===== src/rtl/ifetch_pkg.sv =====
// ifetch_pkg: shared types and constants for the instruction fetch queue.
//   addr_t        - 32-bit byte address
//   fetch_state_e - fetch FSM states (FETCH issues requests, DRAIN discards
//                   responses to requests made before a redirect)
//   iq_entry_t    - one queue entry {pc, inst}
//   INST_NOP      - canonical RV32I nop encoding (addi x0, x0, 0)
package ifetch_pkg;

  typedef logic [31:0] addr_t;

  typedef enum logic {
    FETCH = 1'b0,
    DRAIN = 1'b1
  } fetch_state_e;

  typedef struct packed {
    addr_t       pc;
    logic [31:0] inst;
  } iq_entry_t;

  localparam logic [31:0] INST_NOP = 32'h0000_0013;

endpackage


===== src/rtl/ifetch_queue_sync_fifo.sv =====
// sync_fifo: DEPTH-entry circular queue with registered storage.
//   clk, reset     - clock, synchronous active-high reset (empties the queue)
//   flush          - empties the queue this edge; wins over push/pop
//   push/push_data - write one entry at the tail
//   pop            - retire the head entry
//   head_data      - head entry, read straight from the storage registers
//   count          - number of valid entries (0..DEPTH)
//   full/empty     - status flags
// A push into an empty queue is only visible at head_data after the edge,
// so there is never a combinational path from push_data to head_data.
module sync_fifo #(
  parameter int DEPTH = 4,
  parameter int WIDTH = 64
) (
  input  logic                   clk,
  input  logic                   reset,
  input  logic                   flush,
  input  logic                   push,
  input  logic [WIDTH-1:0]       push_data,
  input  logic                   pop,
  output logic [WIDTH-1:0]       head_data,
  output logic [$clog2(DEPTH):0] count,
  output logic                   full,
  output logic                   empty
);

  localparam int AW = $clog2(DEPTH);

  logic [WIDTH-1:0] mem_q [DEPTH];
  logic [AW-1:0]    wr_ptr_q, wr_ptr_d;
  logic [AW-1:0]    rd_ptr_q, rd_ptr_d;
  logic [AW:0]      count_q,  count_d;
  logic             push_ok, pop_ok;

  assign full      = (count_q == (AW+1)'(DEPTH));
  assign empty     = (count_q == '0);
  assign count     = count_q;
  assign head_data = mem_q[rd_ptr_q];

  // A pop frees a slot in the same edge, so push while full is fine with a pop.
  assign pop_ok  = pop && !empty;
  assign push_ok = push && (!full || pop_ok);

  always_comb begin
    // NOTE: every always_comb output gets a default first so no path can infer a latch.
    wr_ptr_d = wr_ptr_q;
    rd_ptr_d = rd_ptr_q;
    count_d  = count_q;
    if (flush) begin
      wr_ptr_d = '0;
      rd_ptr_d = '0;
      count_d  = '0;
    end else begin
      // DEPTH is a power of two, so pointer wrap is plain overflow.
      if (push_ok) wr_ptr_d = wr_ptr_q + AW'(1);
      if (pop_ok)  rd_ptr_d = rd_ptr_q + AW'(1);
      count_d = count_q + (AW+1)'(push_ok) - (AW+1)'(pop_ok);
    end
  end

  // NOTE: sequential state is assigned with <= so all flops update together at the edge.
  always_ff @(posedge clk) begin
    if (reset) begin
      wr_ptr_q <= '0;
      rd_ptr_q <= '0;
      count_q  <= '0;
    end else begin
      wr_ptr_q <= wr_ptr_d;
      rd_ptr_q <= rd_ptr_d;
      count_q  <= count_d;
    end
  end

  // NOTE: the storage array is deliberately not reset; count/empty mark which slots are valid.
  always_ff @(posedge clk) begin
    if (push_ok && !flush) mem_q[wr_ptr_q] <= push_data;
  end

endmodule


===== src/rtl/ifetch_queue.sv =====
// ifetch_queue: sequential instruction fetcher feeding a DEPTH-entry queue.
//   clk, reset                  - clock, synchronous active-high reset
//   redirect, redirect_pc       - restart fetch at redirect_pc (word aligned)
//   mem_req_valid/addr/ready    - fetch request handshake to instruction memory
//   mem_resp_valid/data         - in-order, unstallable instruction responses
//   inst_valid/inst/inst_pc     - queue head towards decode
//   inst_ready                  - decode consumes the head
// Requests are only issued while queue entries plus in-flight requests leave
// room, so every response has a guaranteed slot. After a redirect, responses
// to older requests are counted off in DRAIN and discarded.
module ifetch_queue
  import ifetch_pkg::*;
#(
  parameter logic [31:0] RESET_PC = 32'h0000_0000,
  parameter int          DEPTH    = 4
) (
  input  logic        clk,
  input  logic        reset,
  input  logic        redirect,
  input  logic [31:0] redirect_pc,
  output logic        mem_req_valid,
  output logic [31:0] mem_req_addr,
  input  logic        mem_req_ready,
  input  logic        mem_resp_valid,
  input  logic [31:0] mem_resp_data,
  output logic        inst_valid,
  output logic [31:0] inst,
  output logic [31:0] inst_pc,
  input  logic        inst_ready
);

  localparam int CW = $clog2(DEPTH) + 1;

  fetch_state_e  state_q, state_d;
  addr_t         fetch_pc_q, fetch_pc_d;
  logic [CW-1:0] outstanding_q, outstanding_d;
  logic [CW-1:0] stale_q, stale_d;

  logic [CW-1:0] fifo_count;
  logic          fifo_full, fifo_empty;
  iq_entry_t     head, push_entry;
  logic          accept, resp_live, push, pop;
  logic [CW:0]   in_use, drain_total;
  addr_t         resp_pc;

  assign in_use        = {1'b0, fifo_count} + {1'b0, outstanding_q};
  assign mem_req_valid = !reset && (state_q == FETCH) && !redirect &&
                         (in_use < (CW+1)'(DEPTH));
  assign mem_req_addr  = fetch_pc_q;
  assign accept        = mem_req_valid && mem_req_ready;

  // In FETCH all outstanding requests are consecutive words ending just below
  // fetch_pc, so the oldest one (the one responding) is fetch_pc - 4*outstanding.
  assign resp_live  = mem_resp_valid && !reset && (state_q == FETCH);
  assign resp_pc    = fetch_pc_q - (addr_t'(outstanding_q) << 2);
  assign push_entry = '{pc: resp_pc, inst: mem_resp_data};

  // Redirect flushes the queue, so it overrides both the push and the pop.
  assign push = resp_live && !redirect && (!fifo_full || pop);
  assign pop  = inst_valid && inst_ready && !redirect;

  assign inst_valid = !reset && !fifo_empty;
  assign inst       = inst_valid ? head.inst : '0;
  assign inst_pc    = inst_valid ? head.pc   : '0;

  always_comb begin
    state_d       = state_q;
    fetch_pc_d    = fetch_pc_q;
    outstanding_d = outstanding_q;
    stale_d       = stale_q;
    drain_total   = {1'b0, stale_q} + {1'b0, outstanding_q};

    if (redirect) begin
      fetch_pc_d    = redirect_pc & ~32'h3;
      outstanding_d = '0;
      // A response arriving this cycle belongs to an old request and is
      // already accounted for, so it does not need draining.
      if (mem_resp_valid && (drain_total != '0)) drain_total = drain_total - (CW+1)'(1);
      stale_d = drain_total[CW-1:0];
      state_d = (drain_total != '0) ? DRAIN : FETCH;
    end else begin
      if (accept) fetch_pc_d = fetch_pc_q + 32'd4;
      outstanding_d = outstanding_q + CW'(accept) - CW'(resp_live);
      if (state_q == DRAIN) begin
        if (mem_resp_valid && (stale_q != '0)) stale_d = stale_q - CW'(1);
        if (stale_d == '0) state_d = FETCH;
      end
    end
  end

  always_ff @(posedge clk) begin
    if (reset) begin
      state_q       <= FETCH;
      fetch_pc_q    <= RESET_PC;
      outstanding_q <= '0;
      stale_q       <= '0;
    end else begin
      state_q       <= state_d;
      fetch_pc_q    <= fetch_pc_d;
      outstanding_q <= outstanding_d;
      stale_q       <= stale_d;
    end
  end

  sync_fifo #(
    .DEPTH (DEPTH),
    .WIDTH (64)
  ) u_queue (
    .clk       (clk),
    .reset     (reset),
    .flush     (redirect),
    .push      (push),
    .push_data (push_entry),
    .pop       (pop),
    .head_data (head),
    .count     (fifo_count),
    .full      (fifo_full),
    .empty     (fifo_empty)
  );

endmodule


===== config.mk =====
export PLATFORM = sky130hd
export DESIGN_NAME = ifetch_queue
export DESIGN_NICKNAME = d
export VERILOG_FILES = /design/src/rtl/ifetch_pkg.sv /design/src/rtl/ifetch_queue_sync_fifo.sv /design/src/rtl/ifetch_queue.sv
export SDC_FILE = /design/constraint.sdc
export NUM_CORES = 1
export LEC_CHECK = 0
export ABC_AREA = 0
export ABC_CLOCK_PERIOD_IN_PS = 5470
export BUFFER_PORTS_ARGS = -buffer_cell sky130_fd_sc_hd__buf_2
export CORE_UTILIZATION = 45
export DETAILED_ROUTE_END_ITERATION = 10
export GPL_TIMING_DRIVEN = 0
export SLEW_MARGIN = 25
export SYNTH_ARGS = -nofsm -noshare
export SYNTH_HDL_FRONTEND = slang
export SYNTH_SLANG_ARGS = --single-unit

===== constraint.sdc =====
create_clock -name clk -period 5.47 [get_ports clk]
set_input_delay 1.641 -clock clk [delete_from_list [all_inputs] [get_ports clk]]
set_output_delay 1.641 -clock clk [all_outputs]
set_load 0.02 [all_outputs]

==> impl_metrics.ini, run 1 <==
[clock_tree]
clk_latency_ps = 510
cts_max_path_buffers = 3
cts-root-buf = clkbuf_16
ctsHoldBuffers = 0
post_cts_buffers = 0
ctsResizeCount = 0
cts.sinks = 294
clk_pin_slew_ps = 50
cts-buffers-inserted = 34
htree_levels = 2
cts_tree = done

[setup_path]
crit_slowest_cell = nor2_2
crit_family = buffers and inverters
path_cells = buf_2, nor2_2, clkbuf_1, and2_1, buf_2
cp_common_cell = buf_2
cp.required_ps = 3830
worstPathArrival_ps = 3250
crit_buf_inv = 3
cp_max_fo = 10
regToRegSetupSlack_ps = 2310
crit_path_max_incr_delay_ps = 570
crit_type = in2out
startpoint_type = input port
r2r_cells = 13
critPathCaptureType = output pin
worstReg2RegEnd = outstanding_q[2]$_SDFF_PP0_
r2r_start = outstanding_q[2]$_SDFF_PP0_

[route]
drc = 0
vias = 7856
antenna_left = 0
vias_per_cell = 5.433
routedWlPerCell_um = 19.81
drt_wl_total_um = 28640
drt_pass1_iterations = 5
first_iter_violations = 464

[power_and_ir_drop]
power.density_nw_per_um2 = 322.9
ir_drop_uv = 198.0
p_leak_nw = 5.563

[placed_design]
place_area_um2 = 14350
dpl.hpwl_um = 19430
gp_congestion = 0.8478
pre_cts_ws_ps = 455.5
numPortBuffers = 160

[die]
dieArea_um2 = 29440
pin_count = 168
num_rows = 61
fp.coreArea_um2 = 28010
die_w_um = 171.6
fp.dieH_um = 171.6
start_util_pct = 46.20

[final_layout]
fillers = 2365
multi_input_area_um2 = 4275
n_antenna_cell = 0
seq_area_um2 = 8368
syn2layout_area_growth_pct = 18.59
fin_util_pct = 54.79
final_design_area_no_fill_um2 = 15350
drive_above_1_share_pct = 29.59
nNetsFinal = 1140

[min_path]
hold_end = u_queue.rd_ptr_q[1]$_SDFFE_PP0P_
min_path_type = reg2reg
holdPathStages = 2
min_from = u_queue.rd_ptr_q[1]$_SDFFE_PP0P_

[synth]
synth_edf_count = 248
synth.area.mux_share_pct = 11.62
synth_xor_area_share_pct = 2.369
synth_warnings = 0
yosysUniqueCellTypes = 69
async_reset_ff_share_pct = 0
yosysSeqAreaShare_pct = 64.67
ys_seq_elements = 294
synth_area_um2 = 12940
synth_compound_area_share_pct = 4.554
synth_simple_gate_area_share_pct = 11.65
syn_area_per_cell_um2 = 15.35
synth_ff_type = edfxtp_1
synth_fa_ha_area_share_pct = 2.553
netlist_instances = 843
synth_top_family_by_area = simple AND/OR/NAND/NOR gates

[sta]
slew_violations = 0
rsz0062_at_grt = false
hold_violations = 0
max_clock_freq_mhz = 204.3
relSlewSlack_pct = 53.84
worst_slew_pin_slew_ps = 692.4
finalSetupViolCount = 0
final.setup_skew_ps = 11.30
period_needed_ps = 4895
finalCritPeriodShare_pct = 89.50
layout_setup_ws_ps = 574.5

[global_routing]
grt_overflow = 0
grt_max_degree = 41
grt_pass1_wl_um = 43840
antenna_found_initial = 0
gr-usage-all-layers_pct = 19.83
first_global_vias = 7664

[run]
drv_cap = 0

[status]
outcome = finished, final reports clean
[flip-flops by register name (all words and copies together), names as in the netlist, named ones only]
register,flops
state_q,1
outstanding_q,3
u_queue.count,3
mem_req_addr,30
u_queue.rd_ptr_q,2
u_queue.wr_ptr_q,2
stale_q,3
u_queue.mem_q,248
[worst min-delay path: cells and delay by family (launching register included)]
family / cells / cell delay (ps)
flops: 1 / 310
compound gates: 1 / 70
simple gates: 1 / 60
[power by group]
| group | internal (mW) | switching, mW | total (mW) | leakage (nW) |
|---|---|---|---|---|
| Sequential | 2.49 | 0.0371 | 2.53 | 2.64 |
| Combinational | 0.149 | 0.238 | 0.387 | 2.44 |
| Clock | 1.18 | 0.857 | 2.04 | 0.482 |
| Total | 3.82 | 1.13 | 4.96 | 5.56 |
[layout make-up]
cell class              instances  area share (%)
inverters                      25          0.6115
well taps                     378           3.082
multi-input cells             476           27.86
plain buffers                  51           1.541
clock buffers                  46           5.976
repair buffers                164           5.887
clock inverters                12          0.5137
flip-flops and latches        294           54.53
[cell usage in the layout (no fill, tap or decap), types with 14 or more instances in the layout]
cell,instances
ha_1,20
dfxtp_1,46
and2_1,69
buf_2,175
o21ai_0,17
clkbuf_16,35
a21oi_1,27
nand3_1,23
xnor2_1,25
edfxtp_1,248
mux4_2,62
inv_1,23
nand2_1,35
a31oi_1,14
clkbuf_1,39
nor2_1,32
[routing by layer]
metal / global-route usage, % / up-vias / part of all wire, %
met3: 3.889 / 51 / 6.0
li1: - / 3659 / -
met5: 0 / - / 0
met1: 27.49 / 3887 / 45
met4: 5.668 / 0 / 2.2
met2: 31.75 / 259 / 47
[kinds of logic (layout without fill, tap and decap cells)]
kind of cell    count (synthesis)  after routing
fa+ha+maj                      24             24
mux                            72             72
other cells                     1              4
buf+inv                        76            298
flops                         294            294
xor+xnor                       35             35
compound gates                 92             92
simple gates                  249            249
[metrics by stage]
step | setup TNS, ps | hold slack (ps) | cells | power [mW]
6_report | 0 | 495.5 | 1446 | 4.955
5_1_grt | 0 | 523.4 | 1446 | 5.133
3_5_place_dp | 0 | 476.7 | 1388 | 2.964
2_1_floorplan | 0 | 440.7 | 846 | 2.820
3_3_place_gp | -79130 | 466.0 | 1384 | 2.956
4_1_cts | 0 | 491.1 | 1446 | 5.000
[synth_stat cells (6+ instances only)]
cell type / number / area share (%)
and3_1: 15 / 0.73
a21oi_1: 27 / 1.0
nand2_1: 35 / 1.0
nor2_1: 33 / 0.96
a31oi_1: 14 / 0.68
dfxtp_1: 46 / 7.1
edfxtp_1: 248 / 58
xnor2_1: 25 / 1.7
inv_1: 23 / 0.67
nor3_1: 8 / 0.31
and2_1: 69 / 3.3
nand2b_1: 6 / 0.29
nand4_1: 6 / 0.29
buf_2: 15 / 0.58
nand3_1: 23 / 0.89
o21ai_0: 17 / 0.66
xor2_1: 10 / 0.68
mux4_2: 62 / 11
ha_1: 20 / 1.9
clkbuf_1: 28 / 0.81
[how the worst max path moves through the flow]
stage / from / end / slack (ps) / cells after the start
6_report: reset / inst[27] / 570 / 5
3_3_place_gp: redirect / u_queue.mem_q[1][7]$_DFFE_PP_ / -350 / 5
3_5_place_dp: reset / inst[26] / 460 / 5
4_1_cts: reset / inst[26] / 450 / 5
2_1_floorplan: reset / inst_pc[22] / 1090 / 4
5_1_grt: reset / inst[26] / 450 / 5
Power figures use the tool's default switching activity.
==> run 2: changes to the inputs <==
--- a/config.mk
+++ b/config.mk
@@ -14,4 +14,5 @@
 export SLEW_MARGIN = 25
 export SYNTH_ARGS = -nofsm -noshare
 export SYNTH_HDL_FRONTEND = slang
+export SYNTH_HIERARCHICAL = 1
 export SYNTH_SLANG_ARGS = --single-unit
==> run 2 against run 1 <==
Compared with the run above: hold slack gained 7.7 ps; via count grew 2.6%; fmax decreased by 6.2%; synthesized area rose by 2.6%; clock skew is 3.5 ps higher; synthesized cell count is 2.8% higher; final cell count is 4.0% higher; cell area increased by 4.5%; flip-flop and latch count is 8 higher; count of clock-buffer cells in the layout shrank 2.
==> impl_metrics.ini, run 2 <==
[die]
pin_count = 168
fp.dieH_um = 173.8
die_w_um = 173.8
fp.coreArea_um2 = 28860
num_rows = 62
dieArea_um2 = 30200
start_util_pct = 46.02

[power_and_ir_drop]
power_mw = 5.208
p_leak_nw = 5.897
ir_drop_uv = 192.3
power.density_nw_per_um2 = 324.7

[sta]
final.setup_skew_ps = 14.79
slew_violations = 0
hold_violations = 0
holdWs_ps = 503.2
finalCritPeriodShare_pct = 95.39
relSlewSlack_pct = 32.27
rsz0062_at_grt = false
worst_slew_pin_slew_ps = 1008
max_clock_freq_mhz = 191.7
layout_setup_ws_ps = 252.2
period_needed_ps = 5218
finalSetupViolCount = 0
timing.setup.tns_ps = 0

[status]
outcome = finished, final reports clean

[placed_design]
numPortBuffers = 161
placed_cells = 1444
dpl.hpwl_um = 20430
place_area_um2 = 14920
gp_congestion = 0.8610
pre_cts_ws_ps = -6.969

[global_routing]
antenna_found_initial = 0
grt_pass1_wl_um = 44770
grt_max_degree = 14
first_global_vias = 8013
gr-usage-all-layers_pct = 19.08
grt_overflow = 0

[setup_path]
startpoint_type = input port
cp.required_ps = 3830
crit_path_max_incr_delay_ps = 420
critPathCaptureType = output pin
worstReg2RegEnd = outstanding_q[2]$_SDFF_PP0_
crit_buf_inv = 5
crit_end = inst_pc[15]
cp_max_fo = 10
startpoint = reset
crit_type = in2out
crit_family = buffers and inverters
worstPathArrival_ps = 3580
regToRegSetupSlack_ps = 1770
path_cells = buf_2, clkbuf_1, nor2_1, clkbuf_2, clkbuf_1, and2_1, buf_2
r2r_cells = 15
cp_num_cells = 7
r2r_start = outstanding_q[1]$_SDFF_PP0_
crit_slowest_cell = clkbuf_1

[clock_tree]
clk_pin_slew_ps = 60
clk_latency_ps = 500
cts-root-buf = clkbuf_16
cts_max_path_buffers = 3
post_cts_buffers = 0
cts_tree = done
htree_levels = 2
cts.sinks = 302
ctsHoldBuffers = 0
cts-buffers-inserted = 34

[synth]
netlist_instances = 867
synth_top_area_share_pct = 57.89
yosysUniqueCellTypes = 61
synth_area_um2 = 13280
yosys.area.top_type = edfxtp_1
synth_warnings = 6
async_reset_ff_share_pct = 0
yosysMostFrequentCell = edfxtp_1
netlist_top_cells_area = edfxtp_1 58%, mux4_2 11%, dfxtp_1 6.9%
synth_ff_type = edfxtp_1
synth_edf_count = 256
yosysSeqAreaShare_pct = 64.82
syn_area_per_cell_um2 = 15.32
synth_common_cells = 256 x edfxtp_1, 70 x and2_1, 64 x mux4_2, 46 x dfxtp_1, 46 x nor2_1
ys_seq_elements = 302

[route]
drt_wl_total_um = 28460
vias_per_cell = 5.361
drc = 0
first_iter_violations = 510
antenna_left = 0
drt_pass1_iterations = 4
routedWlPerCell_um = 18.93
vias = 8063

[final_layout]
mostFrequentLayoutCells = 256 x edfxtp_1, 174 x buf_2, 70 x and2_1
layoutNonFillerInstCount = 1504
syn2layout_area_growth_pct = 20.77
fin_util_pct = 55.58
n_antenna_cell = 0
largest-register = u_queue/mem_q
nNetsFinal = 1189
final_design_area_no_fill_um2 = 16040
drive_above_1_share_pct = 31.25
largest_reg_flops = 256
final_common_cell = edfxtp_1

[min_path]
holdPathStages = 2
min_path_type = reg2reg

[run]
drv_cap = 0
==> run 2: cell count changes after synthesis, sizes merged, moves of 5 or more <==
cell and delta:
xor2 +13, nand3 -12, nor2 +12, a211oi +10
and3 -10, edfxtp +8, xnor2 -7, a32oi +6
nor3 +6, nand4 +5
==> run 2: cell type report <==
cell class / instances / area, um^2
fillers: 2392 / 12820
flip-flops and latches: 302 / 8608
multi-input cells: 493 / 4333
repair buffers: 184 / 1076
clock buffers: 44 / 919.6
well taps: 384 / 480.5
plain buffers: 58 / 332.8
clock inverters: 16 / 201.4
inverters: 23 / 86.33
==> run 2: what timing repair did <==
action                                 CTS  global route
resized for setup                        1             0
endpoints found under the hold margin    0             0
setup endpoints to repair                2             0
==> run 2: cell families (layout without fill, tap and decap cells) <==
kind of cell / Yosys count / after routing / synth area share [%]
AOI/OAI and AO/OA: 95 / 95 / 4.523
xor gates and xnor gates: 41 / 41 / 2.704
adders and majority gates: 23 / 23 / 2.393
buffers and inverters: 81 / 325 / 3.147
DFF: 302 / 302 / 64.82
muxes: 72 / 72 / 11.49
other: 1 / 10 / 0.02824
and+or+nand+nor: 252 / 252 / 10.89
==> run 2: power breakdown <==
| part | switching, mW | internal [mW] | leakage [nW] |
|---|---|---|---|
| Sequential | 0.0285 | 2.54 | 2.71 |
| Combinational | 0.217 | 0.134 | 2.64 |
| Clock | 0.865 | 1.42 | 0.548 |
| Total | 1.11 | 4.10 | 5.90 |
==> run 2: worst reg2reg max path: stages (launching register included) <==
cell and delay [ps]:
dfxtp_1 410, ha_1 330, nand3_1 70, and4_1 220, clkbuf_1 210, inv_1 120
clkbuf_1 430, clkbuf_1 510, ha_1 340, inv_1 50, ha_1 120, inv_1 50
fa_1 370, xnor2_1 170, xnor2_1 140, nor2_1 50
==> run 2: worst min path at each step <==
stage,startpoint,endpoint,slack (ps)
after floorplan,u_queue/wr_ptr_q[1]$_SDFFE_PP0P_,u_queue/wr_ptr_q[1]$_SDFFE_PP0P_,470
after global placement,u_queue/wr_ptr_q[0]$_SDFFE_PP0P_,u_queue/wr_ptr_q[0]$_SDFFE_PP0P_,490
after detailed placement,u_queue/wr_ptr_q[1]$_SDFFE_PP0P_,u_queue/wr_ptr_q[1]$_SDFFE_PP0P_,500
after CTS,u_queue/wr_ptr_q[1]$_SDFFE_PP0P_,u_queue/wr_ptr_q[1]$_SDFFE_PP0P_,510
after global routing,u_queue/wr_ptr_q[0]$_SDFFE_PP0P_,u_queue/wr_ptr_q[0]$_SDFFE_PP0P_,530
final,u_queue/wr_ptr_q[1]$_SDFFE_PP0P_,u_queue/wr_ptr_q[1]$_SDFFE_PP0P_,500
==> run 2: routing by layer <==
metal | wire length (um) | up-vias | part of all wire [%] | GRT usage [%]
li1 | - | 3783 | - | -
met1 | 12460 | 3972 | 44 | 25.67
met2 | 13740 | 260 | 48 | 31.87
met3 | 1684 | 48 | 5.9 | 3.618
met4 | 586 | 0 | 2.1 | 5.007
met5 | 0 | - | 0 | 0
